==> config.mk <==
export PLATFORM = sky130hd
export DESIGN_NAME = spi_controller
export DESIGN_NICKNAME = d
export VERILOG_FILES = /design/src/rtl/spi_controller.sv
export SDC_FILE = /design/constraint.sdc
export NUM_CORES = 1
export LEC_CHECK = 0
export ABC_AREA = 1
export BUFFER_PORTS_ARGS = -buffer_cell sky130_fd_sc_hd__buf_2
export CORE_ASPECT_RATIO = 0.6
export CORE_MARGIN = 5
export CORE_UTILIZATION = 61
export CTS_CLUSTER_SIZE = 12
export DETAILED_ROUTE_END_ITERATION = 8
export GPL_ROUTABILITY_DRIVEN = 0
export GPL_TIMING_DRIVEN = 0
export PLACE_DENSITY = 0.84
export SYNTH_ARGS = -nofsm -noshare
export SYNTH_HDL_FRONTEND = slang
export SYNTH_SLANG_ARGS = --single-unit
==> constraint.sdc <==
create_clock -name i_clk -period 4.2 [get_ports i_clk]
set_clock_uncertainty 0.2 [all_clocks]
set_input_delay 0.63 -clock i_clk [delete_from_list [all_inputs] [get_ports i_clk]]
set_output_delay 0.63 -clock i_clk [all_outputs]
set_load 0.01 [all_outputs]
==> src/rtl/spi_controller.sv <==
// spi_controller -- SPI mode-0 bus master for the register-file peripheral.
//
// Sends one 16-bit command {rw, addr[6:0], wdata[7:0]} per accepted start,
// MSB first, on SCLK/COPI/nCS. The bus is write-only: there is no CIPO, so
// read commands (rw=0) are shifted out and return nothing.
//
// Optional feature macro: SPI_CTRL_QUEUE_EN
//   defined   : a one-entry pending register accepts a command while a frame
//               is in flight; ready = ~pending_valid.
//   undefined : no pending register; ready = ~busy.
//
// Parameters
//   CLK_DIV  clk cycles per SCLK half-period (>=4)
//   CS_SETUP clk cycles from nCS falling to the first SCLK low phase (>=1)
//   CS_HOLD  clk cycles from the last SCLK fall to nCS rising (>=1)
//   GAP      minimum clk cycles nCS stays high between frames (>=1)
//
// Ports
//   i_clk    system clock
//   i_rst    asynchronous reset, active-high
//   i_start  command strobe, accepted when o_ready=1
//   i_rw     frame bit 15 (1 = write)
//   i_addr   frame bits 14:8
//   i_wdata  frame bits 7:0
//   o_ready  a command can be accepted this cycle
//   o_busy   frame in progress, from nCS low until the end of the gap
//   o_done   one-cycle pulse when a frame, including its gap, completes
//   o_sclk   SPI clock, idles low
//   o_copi   serial data out
//   o_ncs    chip select, active-low
module spi_controller #(
  parameter int CLK_DIV  = 4,
  parameter int CS_SETUP = 4,
  parameter int CS_HOLD  = 4,
  parameter int GAP      = 8
) (
  input  logic       i_clk,
  input  logic       i_rst,
  input  logic       i_start,
  input  logic       i_rw,
  input  logic [6:0] i_addr,
  input  logic [7:0] i_wdata,
  output logic       o_ready,
  output logic       o_busy,
  output logic       o_done,
  output logic       o_sclk,
  output logic       o_copi,
  output logic       o_ncs
);

  localparam int PW    = (CLK_DIV > 1) ? $clog2(CLK_DIV) : 1;
  localparam int T_A   = (CS_SETUP > CS_HOLD) ? CS_SETUP : CS_HOLD;
  localparam int T_MAX = (T_A > GAP + 1) ? T_A : GAP + 1;
  localparam int TW    = $clog2(T_MAX + 1);

  localparam logic [PW-1:0] PH_LAST    = PW'(CLK_DIV - 1);
  localparam logic [TW-1:0] SETUP_LAST = TW'(CS_SETUP - 1);
  localparam logic [TW-1:0] HOLD_LAST  = TW'(CS_HOLD - 1);
  localparam logic [TW-1:0] GAP_LAST   = TW'(GAP - 1);
  // The gap timer runs one step past the gap so done can be shown while busy.
  localparam logic [TW-1:0] DONE_CNT   = TW'(GAP);

  typedef enum logic [2:0] {
    ST_IDLE  = 3'd0,
    ST_SETUP = 3'd1,
    ST_SHIFT = 3'd2,
    ST_HOLD  = 3'd3,
    ST_GAP   = 3'd4
  } state_t;

  state_t        r_state, w_state_nxt;
  logic [15:0]   r_frame, w_frame_nxt;
  logic [3:0]    r_bit, w_bit_nxt;
  logic [PW-1:0] r_phase, w_phase_nxt;
  logic [TW-1:0] r_tmr, w_tmr_nxt;
  logic          r_sclk, w_sclk_nxt;
  logic          r_copi, w_copi_nxt;
  logic          r_ncs, w_ncs_nxt;
  logic          r_busy, w_busy_nxt;
  logic          r_done, w_done_nxt;

  logic          w_ready;
  logic          w_accept;
  logic          w_launch;
  logic [15:0]   w_in_frame;
  logic [15:0]   w_launch_frame;

  assign w_in_frame = {i_rw, i_addr, i_wdata};

`ifdef SPI_CTRL_QUEUE_EN
  logic [15:0] r_pend, w_pend_nxt;
  logic        r_pend_valid, w_pend_valid_nxt;
  logic        w_consume;

  // The pending entry is consumed on the last gap cycle, so that slot is free again.
  assign w_consume = (r_state == ST_GAP) && (r_tmr == GAP_LAST) && r_pend_valid;
  assign w_ready   = ~r_pend_valid | w_consume;
`else
  assign w_ready   = ~r_busy;
`endif

  assign w_accept = i_start & w_ready;

  // Decide whether a new frame starts at the next edge, and from which source.
  always_comb begin
    w_launch       = 1'b0;
    w_launch_frame = w_in_frame;
`ifdef SPI_CTRL_QUEUE_EN
    if ((r_state == ST_IDLE) && r_pend_valid) begin
      w_launch       = 1'b1;
      w_launch_frame = r_pend;
    end else if (w_consume) begin
      w_launch       = 1'b1;
      w_launch_frame = r_pend;
    end else if ((r_state == ST_IDLE) && w_accept) begin
      w_launch       = 1'b1;
      w_launch_frame = w_in_frame;
    end else begin
      w_launch       = 1'b0;
      w_launch_frame = w_in_frame;
    end
`else
    if ((r_state == ST_IDLE) && w_accept) begin
      w_launch = 1'b1;
    end else begin
      w_launch = 1'b0;
    end
`endif
  end

  // Next-state and next-output logic for the frame sequencer.
  always_comb begin
    w_state_nxt = r_state;
    w_frame_nxt = r_frame;
    w_bit_nxt   = r_bit;
    w_phase_nxt = r_phase;
    w_tmr_nxt   = r_tmr;
    w_sclk_nxt  = r_sclk;
    w_copi_nxt  = r_copi;
    w_ncs_nxt   = r_ncs;
    w_busy_nxt  = r_busy;
    w_done_nxt  = (r_state == ST_GAP) && (r_tmr == GAP_LAST);

    if (w_launch) begin
      w_state_nxt = ST_SETUP;
      w_frame_nxt = w_launch_frame;
      w_bit_nxt   = 4'd15;
      w_phase_nxt = {PW{1'b0}};
      w_tmr_nxt   = {TW{1'b0}};
      w_sclk_nxt  = 1'b0;
      w_copi_nxt  = w_launch_frame[15];
      w_ncs_nxt   = 1'b0;
      w_busy_nxt  = 1'b1;
    end else begin
      case (r_state)
        ST_IDLE: begin
          w_busy_nxt = 1'b0;
        end
        ST_SETUP: begin
          if (r_tmr == SETUP_LAST) begin
            w_state_nxt = ST_SHIFT;
            w_tmr_nxt   = {TW{1'b0}};
            w_phase_nxt = {PW{1'b0}};
          end else begin
            w_tmr_nxt   = r_tmr + TW'(1);
          end
        end
        ST_SHIFT: begin
          if (r_phase != PH_LAST) begin
            w_phase_nxt = r_phase + PW'(1);
          end else if (!r_sclk) begin
            w_sclk_nxt  = 1'b1;
            w_phase_nxt = {PW{1'b0}};
          end else if (r_bit == 4'd0) begin
            // Last high phase over: copi keeps frame[0] through the hold.
            w_sclk_nxt  = 1'b0;
            w_phase_nxt = {PW{1'b0}};
            w_state_nxt = ST_HOLD;
            w_tmr_nxt   = {TW{1'b0}};
          end else begin
            // copi moves to the next bit on the same edge that sclk falls.
            w_sclk_nxt  = 1'b0;
            w_phase_nxt = {PW{1'b0}};
            w_bit_nxt   = r_bit - 4'd1;
            w_copi_nxt  = r_frame[r_bit - 4'd1];
          end
        end
        ST_HOLD: begin
          if (r_tmr == HOLD_LAST) begin
            w_state_nxt = ST_GAP;
            w_tmr_nxt   = {TW{1'b0}};
            w_ncs_nxt   = 1'b1;
            w_copi_nxt  = 1'b0;
          end else begin
            w_tmr_nxt   = r_tmr + TW'(1);
          end
        end
        ST_GAP: begin
          if (r_tmr == DONE_CNT) begin
            w_state_nxt = ST_IDLE;
            w_tmr_nxt   = {TW{1'b0}};
            w_busy_nxt  = 1'b0;
          end else begin
            w_tmr_nxt   = r_tmr + TW'(1);
          end
        end
        default: begin
          w_state_nxt = ST_IDLE;
          w_tmr_nxt   = {TW{1'b0}};
          w_phase_nxt = {PW{1'b0}};
          w_sclk_nxt  = 1'b0;
          w_copi_nxt  = 1'b0;
          w_ncs_nxt   = 1'b1;
          w_busy_nxt  = 1'b0;
        end
      endcase
    end
  end

  // Sequencer and bus output registers; reset idles the bus immediately.
  always_ff @(posedge i_clk or posedge i_rst) begin
    if (i_rst) begin
      r_state <= ST_IDLE;
      r_frame <= 16'h0000;
      r_bit   <= 4'd0;
      r_phase <= {PW{1'b0}};
      r_tmr   <= {TW{1'b0}};
      r_sclk  <= 1'b0;
      r_copi  <= 1'b0;
      r_ncs   <= 1'b1;
      r_busy  <= 1'b0;
      r_done  <= 1'b0;
    end else begin
      r_state <= w_state_nxt;
      r_frame <= w_frame_nxt;
      r_bit   <= w_bit_nxt;
      r_phase <= w_phase_nxt;
      r_tmr   <= w_tmr_nxt;
      r_sclk  <= w_sclk_nxt;
      r_copi  <= w_copi_nxt;
      r_ncs   <= w_ncs_nxt;
      r_busy  <= w_busy_nxt;
      r_done  <= w_done_nxt;
    end
  end

`ifdef SPI_CTRL_QUEUE_EN
  // Pending slot: loaded by a start while a frame is active, cleared when launched.
  always_comb begin
    w_pend_nxt       = r_pend;
    w_pend_valid_nxt = r_pend_valid;
    if (w_accept && (r_state != ST_IDLE)) begin
      w_pend_nxt       = w_in_frame;
      w_pend_valid_nxt = 1'b1;
    end else if (w_launch && r_pend_valid) begin
      w_pend_valid_nxt = 1'b0;
    end else begin
      w_pend_valid_nxt = r_pend_valid;
    end
  end

  // Pending slot registers.
  always_ff @(posedge i_clk or posedge i_rst) begin
    if (i_rst) begin
      r_pend       <= 16'h0000;
      r_pend_valid <= 1'b0;
    end else begin
      r_pend       <= w_pend_nxt;
      r_pend_valid <= w_pend_valid_nxt;
    end
  end
`endif

  assign o_ready = w_ready;
  assign o_busy  = r_busy;
  assign o_done  = r_done;
  assign o_sclk  = r_sclk;
  assign o_copi  = r_copi;
  assign o_ncs   = r_ncs;

endmodule

==> impl_metrics.py, run 1 <==
metrics = {
    "timing": {
        "timing.final.ws_setup_ns": 2.01,
        "setup_viol": 0,
        "rsz0062_at_grt": "false",
        "min_period_ns": 2.19,
        "finalCritPeriodShare": 0.522,
        "worst_slew_pin_slew_ns": 0.692,
        "maxSlewHeadroom": 0.538,
        "finalHoldViolations": 0,
        "finalSetupTns_ns": 0,
        "max_freq_ghz": 0.456,
        "finalMaxSlewViolations": 0,
    },
    "detailed_routing": {
        "drt-pass1-iter-count": 4,
        "ant_nets": 0,
        "drc_errors": 0,
        "met3_wirelength_um": 276,
        "post_drt_wl_per_cell_um": 12.4,
        "wl_met2_mm": 1.62,
        "drtIter0Drc": 98,
        "wl_mm": 3.95,
        "met1_length_mm": 2.02,
        "vias": 1644,
        "highest_layer": "met4",
        "viasPerCell": 5.17,
    },
    "yosys": {
        "ys_seq_elements": 34,
        "synthDistinctLibCells": 22,
        "synth_cells": 244,
        "syn-num-nets": 268,
        "avgSynthCellArea_um2": 7.43,
        "synth_area_mm2": 0.00181,
        "yosysWarnings": 0,
        "seq_area_frac_synth": 0.470,
    },
    "final_layout": {
        "diodes": 0,
        "fin_cells": 318,
        "nets": 299,
        "area_growth_pct": 13.9,
        "n_fill_cell": 244,
        "drive_gt1_frac": 0.163,
    },
    "setup_path": {
        "worstPathMaxFanout": 11,
        "ff2ff_setup_slack_ns": 2.01,
        "start_kind": "flop",
        "endpoint_kind": "flop",
        "crit_type": "flop to flop",
        "worstPathRequired_ns": 4.20,
        "timing.critical_path.arrival_ns": 2.20,
    },
    "clock_network": {
        "ctsHoldBuffers": 0,
        "cts_setup_buffers": 0,
        "cts_root_buf": "clkbuf_8",
        "clkLatencyLatePin_ns": 0.28,
        "cts_made_buffers": 5,
        "clock_path_buffers": 2,
        "tritoncts": "done",
        "clkSinkCount": 34,
        "cts_resized": 0,
        "h-tree-depth": 2,
        "clk_pin_slew_ns": 0.06,
    },
    "hold_path": {
        "min-delay-path-class": "input port to asynchronous set/reset pin",
    },
    "die": {
        "boundaryPins": 25,
        "fp.dieH_um": 52.2,
        "die_area_mm2": 0.00420,
        "start_util": 0.636,
        "die_w_um": 80.4,
        "core-area_mm2": 0.00285,
        "rows": 15,
    },
    "global_route": {
        "antenna_found_initial": 0,
        "grt_pass1_wl_mm": 6.79,
        "gr-usage-all-layers": 0.220,
        "grt_max_degree": 35,
        "overflow": 0,
        "grt_pass1_vias": 1499,
    },
    "place": {
        "placed_cells": 310,
        "hpwl_mm": 3.05,
        "pre_cts_slack_ns": 2.07,
        "portBuffers": 24,
    },
    "power": {
        "peakVddDrop_uv": 397,
        "power_density_mw_per_mm2": 809,
        "power_mw": 1.67,
        "p_leak_nw": 1.14,
    },
    "outcome": {
        "outcome": "finished clean",
    },
    "job": {
        "max-cap-violations": 0,
    },
}
==> final timing paths <==
kind,startpoint,cells past startpoint,end
min in group i_clk,r_frame[1],2,r_frame[1]
min,i_rst,2,r_state[1]
max reg2reg,r_bit[0],10,o_copi
max in group asynchronous,i_rst,2,r_frame[1]
max,r_bit[0],10,o_copi
min reg2reg,r_frame[1],2,r_frame[1]
==> metrics by stage <==
step / util / hold WS (ns) / area (um2)
floorplan: - / 0.249 / 1810
global placement: 0.696 / 0.265 / 1990
detailed placement: 0.696 / 0.267 / 1990
CTS: 0.724 / 0.284 / 2070
global route: 0.724 / 0.308 / 2070
finish: 0.724 / 0.251 / 2070
==> sequential cells by signal (all words and copies together) (netlist names) <==
name,flops
r_frame,16
r_bit,4
r_tmr,4
r_state,3
r_phase,2
o_busy,1
o_copi,1
o_done,1
o_ncs,1
o_sclk,1
==> layer usage <==
metal | GRT usage | vias to the layer above
li1 | - | 829
met1 | 0.324 | 762
met2 | 0.312 | 46
met3 | 0.0670 | 7
met4 | 0.0618 | 0
met5 | 0 | -
==> placed cells by master (no fill, tap or decap), drive strengths merged <==
cell	instances
a22o	1
dfrtp	33
nor2	18
or2	1
o31ai	1
dfstp	1
nand3	26
xor2	1
buf	30
o21ai	18
clkbuf	8
a21oi	3
a31oi	1
nand2	98
nor3	4
inv	27
ha	5
==> Yosys cell counts, drive strengths merged <==
| cell | instances | area, um2 |
|---|---|---|
| buf | 6 | 35.0 |
| o31ai | 1 | 7.51 |
| nand2 | 98 | 368 |
| a22o | 1 | 8.76 |
| inv | 27 | 101 |
| dfrtp | 33 | 826 |
| ha | 5 | 62.6 |
| nor2 | 18 | 75.1 |
| or2 | 1 | 6.26 |
| o21ai | 18 | 90.1 |
| a21oi | 3 | 15.0 |
| a31oi | 1 | 6.26 |
| nand3 | 26 | 145 |
| dfstp | 1 | 26.3 |
| xor2 | 1 | 8.76 |
| nor3 | 4 | 31.3 |
==> worst max-delay path: stages (launching register included) <==
cell,delay (ns)
dfrtp_1,0.32
buf_2,0.21
inv_1,0.10
buf_4,0.19
ha_1,0.39
inv_1,0.15
nand3_1,0.11
nand3_1,0.09
nand3_1,0.12
nand3_1,0.09
a21oi_1,0.15
==> kinds of logic after synthesis <==
logic type	count (synthesis)	share of synthesized area
adder cells (fa/ha/maj)	5	0.0345
buffers and inverters	33	0.0752
XOR/XNOR	1	0.00483
AO/OA/AOI/OAI	24	0.0704
AND/OR/NAND/NOR	147	0.345
flip-flops	34	0.470
==> power by group <==
part | switching [mW] | internal, mW
clock | 0.111 | 0.118
sequential | 0.101 | 0.480
combinational | 0.560 | 0.303
==> final cells by class <==
class                   count  area, um2  share of cell area
repair buffers             24        120              0.0581
inverters                  27        101              0.0491
clock buffers               8       80.1              0.0388
multi-input cells         177        825               0.399
well taps                  42       52.6              0.0254
flip-flops and latches     34        852               0.412
plain buffers               6       35.0              0.0170
No activity file was read; power rests on OpenSTA's default activity.
==> run 2, diff against run 1 <==
Settings changed: ABC_AREA 1 to 0, CORE_UTILIZATION 61 to 56, PLACE_DENSITY 0.84 to 0.78.
Clock period 4.2 ns to 2.2 ns, I/O delays scaled along.
==> impl_metrics.py, run 2 <==
metrics = {
    "timing": {
        "setup_viol": 0,
        "finalMaxSlewViolations": 0,
        "maxSlewHeadroom": 0.528,
        "rsz0062_at_grt": "false",
        "max_freq_ghz": 0.501,
        "timing.final.ws_setup_ns": 0.203,
        "min_period_ns": 2.00,
        "finalHoldViolations": 33,
        "finalSetupTns_ns": 0,
        "holdWs_ns": -0.0379,
        "worst_slew_pin_slew_ns": 0.708,
        "finalCritPeriodShare": 0.908,
    },
    "global_route": {
        "gr-usage-all-layers": 0.186,
        "grt_max_degree": 35,
        "antenna_found_initial": 0,
        "overflow": 0,
        "grt_pass1_wl_mm": 6.46,
        "grt_pass1_vias": 1368,
    },
    "final_layout": {
        "mostFrequentLayoutCell": "nand2_1",
        "final_area_mm2": 0.00213,
        "mostFrequentLayoutCells": "63 x nand2_1, 32 x dfrtp_1, 27 x buf_2, 7 x inv_1, 7 x mux2i_1",
        "nets": 253,
        "fin_util": 0.665,
        "largest_reg_flops": 16,
        "top_register": "r_frame",
        "area_growth_pct": 16.7,
        "reg.largest.list": "r_frame: 16 flops, r_bit: 4 flops, r_tmr: 4 flops",
        "drive_gt1_frac": 0.230,
        "fin_cells": 275,
        "diodes": 0,
    },
    "die": {
        "die_area_mm2": 0.00454,
        "fp.dieH_um": 54.2,
        "die_w_um": 83.7,
        "start_util": 0.570,
        "boundaryPins": 25,
        "core-area_mm2": 0.00320,
        "rows": 16,
    },
    "power": {
        "combinationalPowerShare": 0.043,
        "power_mw": 1.17,
        "power.switching_mw": 0.251,
        "clockPowerShare": 0.400,
        "p_int_mw": 0.916,
        "power_density_mw_per_mm2": 548,
        "peakVddDrop_uv": 404,
        "pwr-share-seq": 0.557,
        "swShare": 0.215,
        "p_leak_nw": 1.07,
    },
    "yosys": {
        "async_flop_share": 1.00,
        "seq_area_frac_synth": 0.467,
        "synthDistinctLibCells": 44,
        "synth_cells": 198,
        "synth_area_mm2": 0.00182,
        "yosysWarnings": 0,
        "synth.area.top_cells": "dfrtp_1 45%, nand2_1 13%, mux2i_1 3.8%, ha_1 3.4%, xnor2_1 1.9%",
        "yosys-top-cells-count": "63 x nand2_1, 33 x dfrtp_1, 8 x inv_1",
        "ys.flop_type": "dfrtp_1",
        "synth_top_area_share": 0.453,
        "synth_top_area_cell": "dfrtp_1",
        "syn-num-nets": 222,
        "yosysMostFrequentCell": "nand2_1",
        "ys_seq_elements": 34,
        "synth_edf_count": 0,
        "avgSynthCellArea_um2": 9.21,
    },
    "setup_path": {
        "worstPathRequired_ns": 2.16,
        "ff2ff_path_depth": 7,
        "crit_type": "flop to flop",
        "start_kind": "flop",
        "worstPathMaxFanout": 4,
        "timing.critical_path.arrival_ns": 1.96,
        "ff2ff_setup_slack_ns": 0.20,
        "endpoint_kind": "flop",
    },
    "detailed_routing": {
        "wl_mm": 3.87,
        "drc_errors": 0,
        "drtIter0Drc": 158,
        "drt-pass1-iter-count": 4,
        "ant_nets": 0,
        "viasPerCell": 5.31,
        "post_drt_wl_per_cell_um": 14.1,
        "vias": 1460,
    },
    "clock_network": {
        "clkLatencyLatePin_ns": 0.27,
        "clk_pin_slew_ns": 0.07,
        "ctsHoldBuffers": 0,
        "h-tree-depth": 2,
        "clock_path_buffers": 2,
        "cts_root_buf": "clkbuf_8",
        "clkSinkCount": 34,
        "cts_made_buffers": 5,
        "tritoncts": "done",
    },
    "place": {
        "placed_cells": 267,
        "postPlaceCellArea_mm2": 0.00200,
        "hpwl_mm": 2.85,
        "portBuffers": 24,
        "pre_cts_slack_ns": -0.389,
    },
    "job": {
        "max-cap-violations": 0,
    },
    "hold_path": {
        "min-delay-path-class": "input port to asynchronous set/reset pin",
    },
    "outcome": {
        "outcome": "complete, but fails checks",
        "violations": "hold timing",
    },
}
==> run 2: area by class of cell <==
type	instances	area, um2
Fill cell	267	1070
Multi-Input combinational cell	146	907
Clock inverter	1	5.00
Buffer	9	63.8
Clock buffer	7	86.3
Inverter	8	30.0
Timing Repair Buffer	25	128
Tap cell	45	56.3
Sequential cell	34	853
==> run 2: logic make-up (layout without fill, tap and decap cells) <==
kind of cell / count (synthesis) / in the layout / share of synthesized area
multiplexers: 8 / 8 / 0.0446
flip-flops: 34 / 34 / 0.467
AO/OA/AOI/OAI: 27 / 27 / 0.112
buffers and inverters: 18 / 50 / 0.0501
XOR/XNOR: 7 / 7 / 0.0336
AND/OR/NAND/NOR: 99 / 99 / 0.258
adder cells (fa/ha/maj): 5 / 5 / 0.0343
==> run 2: final timing paths <==
path	start	end
worst min-delay path	i_rst	r_frame[3]
min in group i_clk	i_addr[2]	r_frame[10]
max in group asynchronous	i_rst	r_bit[0]
worst max register to register	r_bit[0]	r_tmr[2]
worst max-delay path	r_bit[0]	r_tmr[2]
worst min register to register	r_frame[2]	r_frame[2]
==> run 2: timing repair <==
item                                    CTS  global route
resized for setup                         4             6
endpoints found under the setup margin    5             1
hold endpoints to repair                  0             0
buffers inserted                          1             0
==> run 2: power groups by stage <==
stage	Combinational [mW]	Sequential (mW)	Clock (mW)
floorplan	0.0271	0.659	0
global route	0.0586	0.651	0.499
CTS	0.0512	0.649	0.474
detailed placement	0.0508	0.661	0
finish	0.0503	0.650	0.467
global placement	0.0497	0.660	0
==> run 2: worst max-delay path, cell delays in order (launching register included) <==
cell	delay (ns)
dfrtp_2	0.41
inv_1	0.10
ha_1	0.14
nor3b_2	0.24
nand4_1	0.13
o21ai_1	0.16
nor3_1	0.13
a221o_1	0.37
==> run 2: per-layer routing <==
layer  global-route usage  share of wire  vias up
met5                    0              0        -
met4               0.0642          0.011        0
met3               0.0466          0.042        7
met2                0.264           0.42       37
met1                0.277           0.52      684
li1                     -              -      732
==> run 3, diff against run 2 <==
Settings changed: CORE_ASPECT_RATIO 0.6 to 0.5.
==> impl_metrics.py, run 3 (same netlist as run 2, synthesis figures left out) <==
metrics = {
    "setup_path": {
        "worstPathRequired_ns": 2.16,
        "start_kind": "flop",
        "timing.critical_path.arrival_ns": 2.04,
        "worstPathMaxFanout": 10,
        "path_cells": "inv_1 > ha_1 > buf_4 > a2111oi_1 > a31oi_1 > nand4_1 > a41oi_2",
        "critPathMaxStageDelay_ns": 0.42,
        "crit_type": "flop to flop",
        "crit_slowest_cell": "dfrtp_2",
        "endpoint_kind": "flop",
    },
    "power": {
        "swShare": 0.227,
        "power_density_mw_per_mm2": 556,
        "peakVddDrop_uv": 301,
        "pwr-share-seq": 0.548,
        "p_int_mw": 0.915,
        "p_leak_nw": 1.08,
        "combinationalPowerShare": 0.042,
        "clockPowerShare": 0.410,
        "power.switching_mw": 0.269,
    },
    "global_route": {
        "grt_max_degree": 35,
        "grt_pass1_wl_mm": 6.33,
        "antenna_found_initial": 0,
        "use_met1": 0.219,
        "grtUsageMet2": 0.292,
        "grt_pass1_vias": 1350,
        "use_met3": 0.0463,
        "overflow": 0,
        "top_usage_layer": "met2",
        "gr-usage-all-layers": 0.173,
    },
    "place": {
        "hpwl_mm": 2.65,
        "postPlaceCellArea_mm2": 0.00199,
        "pre_cts_slack_ns": -0.262,
        "portBuffers": 24,
        "placed_cells": 262,
    },
    "final_layout": {
        "drive_gt1_frac": 0.233,
        "top_register": "r_frame",
        "largest_reg_flops": 16,
        "area_growth_pct": 16.8,
        "reg.largest.list": "r_frame: 16 flops, r_bit: 4 flops, r_tmr: 4 flops",
        "seq_area_um2": 853,
        "diodes": 0,
        "mostFrequentLayoutCell": "nand2_1",
        "n_fill_cell": 238,
        "mostFrequentLayoutCells": "63 x nand2_1, 32 x dfrtp_1, 27 x buf_2, 7 x inv_1, 7 x mux2i_1",
        "final_area_mm2": 0.00213,
        "multi_input_area_um2": 900,
        "nets": 255,
        "fin_util": 0.695,
        "fin_cells": 272,
    },
    "timing": {
        "min_period_ns": 2.08,
        "finalMaxSlewViolations": 0,
        "holdWs_ns": -0.0495,
        "timing.final.ws_setup_ns": 0.124,
        "finalCritPeriodShare": 0.943,
        "setup_viol": 0,
        "max_freq_ghz": 0.482,
        "finalHoldViolations": 33,
        "maxSlewHeadroom": 0.536,
        "worst_slew_pin_slew_ns": 0.695,
    },
    "detailed_routing": {
        "drtIter0Drc": 73,
        "wl_mm": 3.73,
        "vias": 1459,
        "drt-pass1-iter-count": 4,
        "drc_errors": 0,
        "post_drt_wl_per_cell_um": 13.7,
        "ant_nets": 0,
        "viasPerCell": 5.36,
    },
    "clock_network": {
        "clock_path_buffers": 2,
        "cts_root_buf": "clkbuf_8",
        "clkSinkCount": 34,
        "tritoncts": "done",
        "clk_pin_slew_ns": 0.07,
        "clkLatencyLatePin_ns": 0.28,
        "cts_made_buffers": 5,
        "h-tree-depth": 2,
    },
    "die": {
        "die_area_mm2": 0.00457,
        "die_w_um": 90.7,
        "fp.dieH_um": 50.4,
        "core-area_mm2": 0.00307,
        "boundaryPins": 25,
        "start_util": 0.595,
        "rows": 14,
    },
    "outcome": {
        "violations": "hold timing",
        "outcome": "complete, but fails checks",
    },
    "job": {
        "max-cap-violations": 0,
    },
    "hold_path": {
        "min-delay-path-class": "input port to asynchronous set/reset pin",
    },
}
## run 3: path summary, 6_finish.rpt
kind	from	end	slack, ns	depth (start not counted)
setup / recovery	r_bit[0]	o_copi	0.12	7
hold / removal	i_rst	r_frame[6]	-0.05	2
setup reg to reg	r_bit[0]	o_copi	0.12	7
hold reg to reg	r_frame[7]	r_frame[7]	0.27	2
max in group asynchronous	i_rst	r_bit[0]	1.36	2
min in group i_clk	i_addr[0]	r_frame[8]	0.03	3
## run 3: power groups by stage
stage	sequential [mW]	clock (mW)	combinational (mW)
2_1_floorplan	0.659	0	0.0271
3_3_place_gp	0.660	0	0.0485
3_5_place_dp	0.661	0	0.0501
4_1_cts	0.649	0.495	0.0504
5_1_grt	0.651	0.518	0.0576
6_report	0.649	0.486	0.0491
## run 3: per-stage QoR
step | setup TNS, ns | total power, mW
after floorplan | 0 | 0.686
after global placement | -0.267 | 0.709
after detailed placement | -0.277 | 0.711
after CTS | 0 | 1.19
after global routing | -0.00561 | 1.23
final | 0 | 1.18
## run 3: final cells by class
| class | instances | area share |
|---|---|---|
| sequential | 34 | 0.400 |
| inverter | 8 | 0.0141 |
| clock buffer | 6 | 0.0388 |
| tap | 40 | 0.0235 |
| timing repair buffer | 27 | 0.0669 |
| buffer | 9 | 0.0282 |
| multi-input combinational | 146 | 0.422 |
| clock inverter | 2 | 0.00587 |
## run 3: routing by layer
metal / routed length (um) / vias up
met3: 211 / 5
li1: - / 738
met4: 52 / 0
met1: 1760 / 676
met2: 1700 / 40
met5: 0 / -
## run 3: critical path, delay by kind of cell, from the launching register on
kind	cells	cell delay, ns
compound gates	3	0.58
fa+ha+maj	1	0.33
buf+inv	2	0.29
flops	1	0.42
simple gates	1	0.13
## run 3: timing repair
action	CTS	global route
hold buffers	0	0
setup endpoints to repair	4	5
resized for setup	2	5
hold endpoints to repair	0	0
setup buffers	0	3
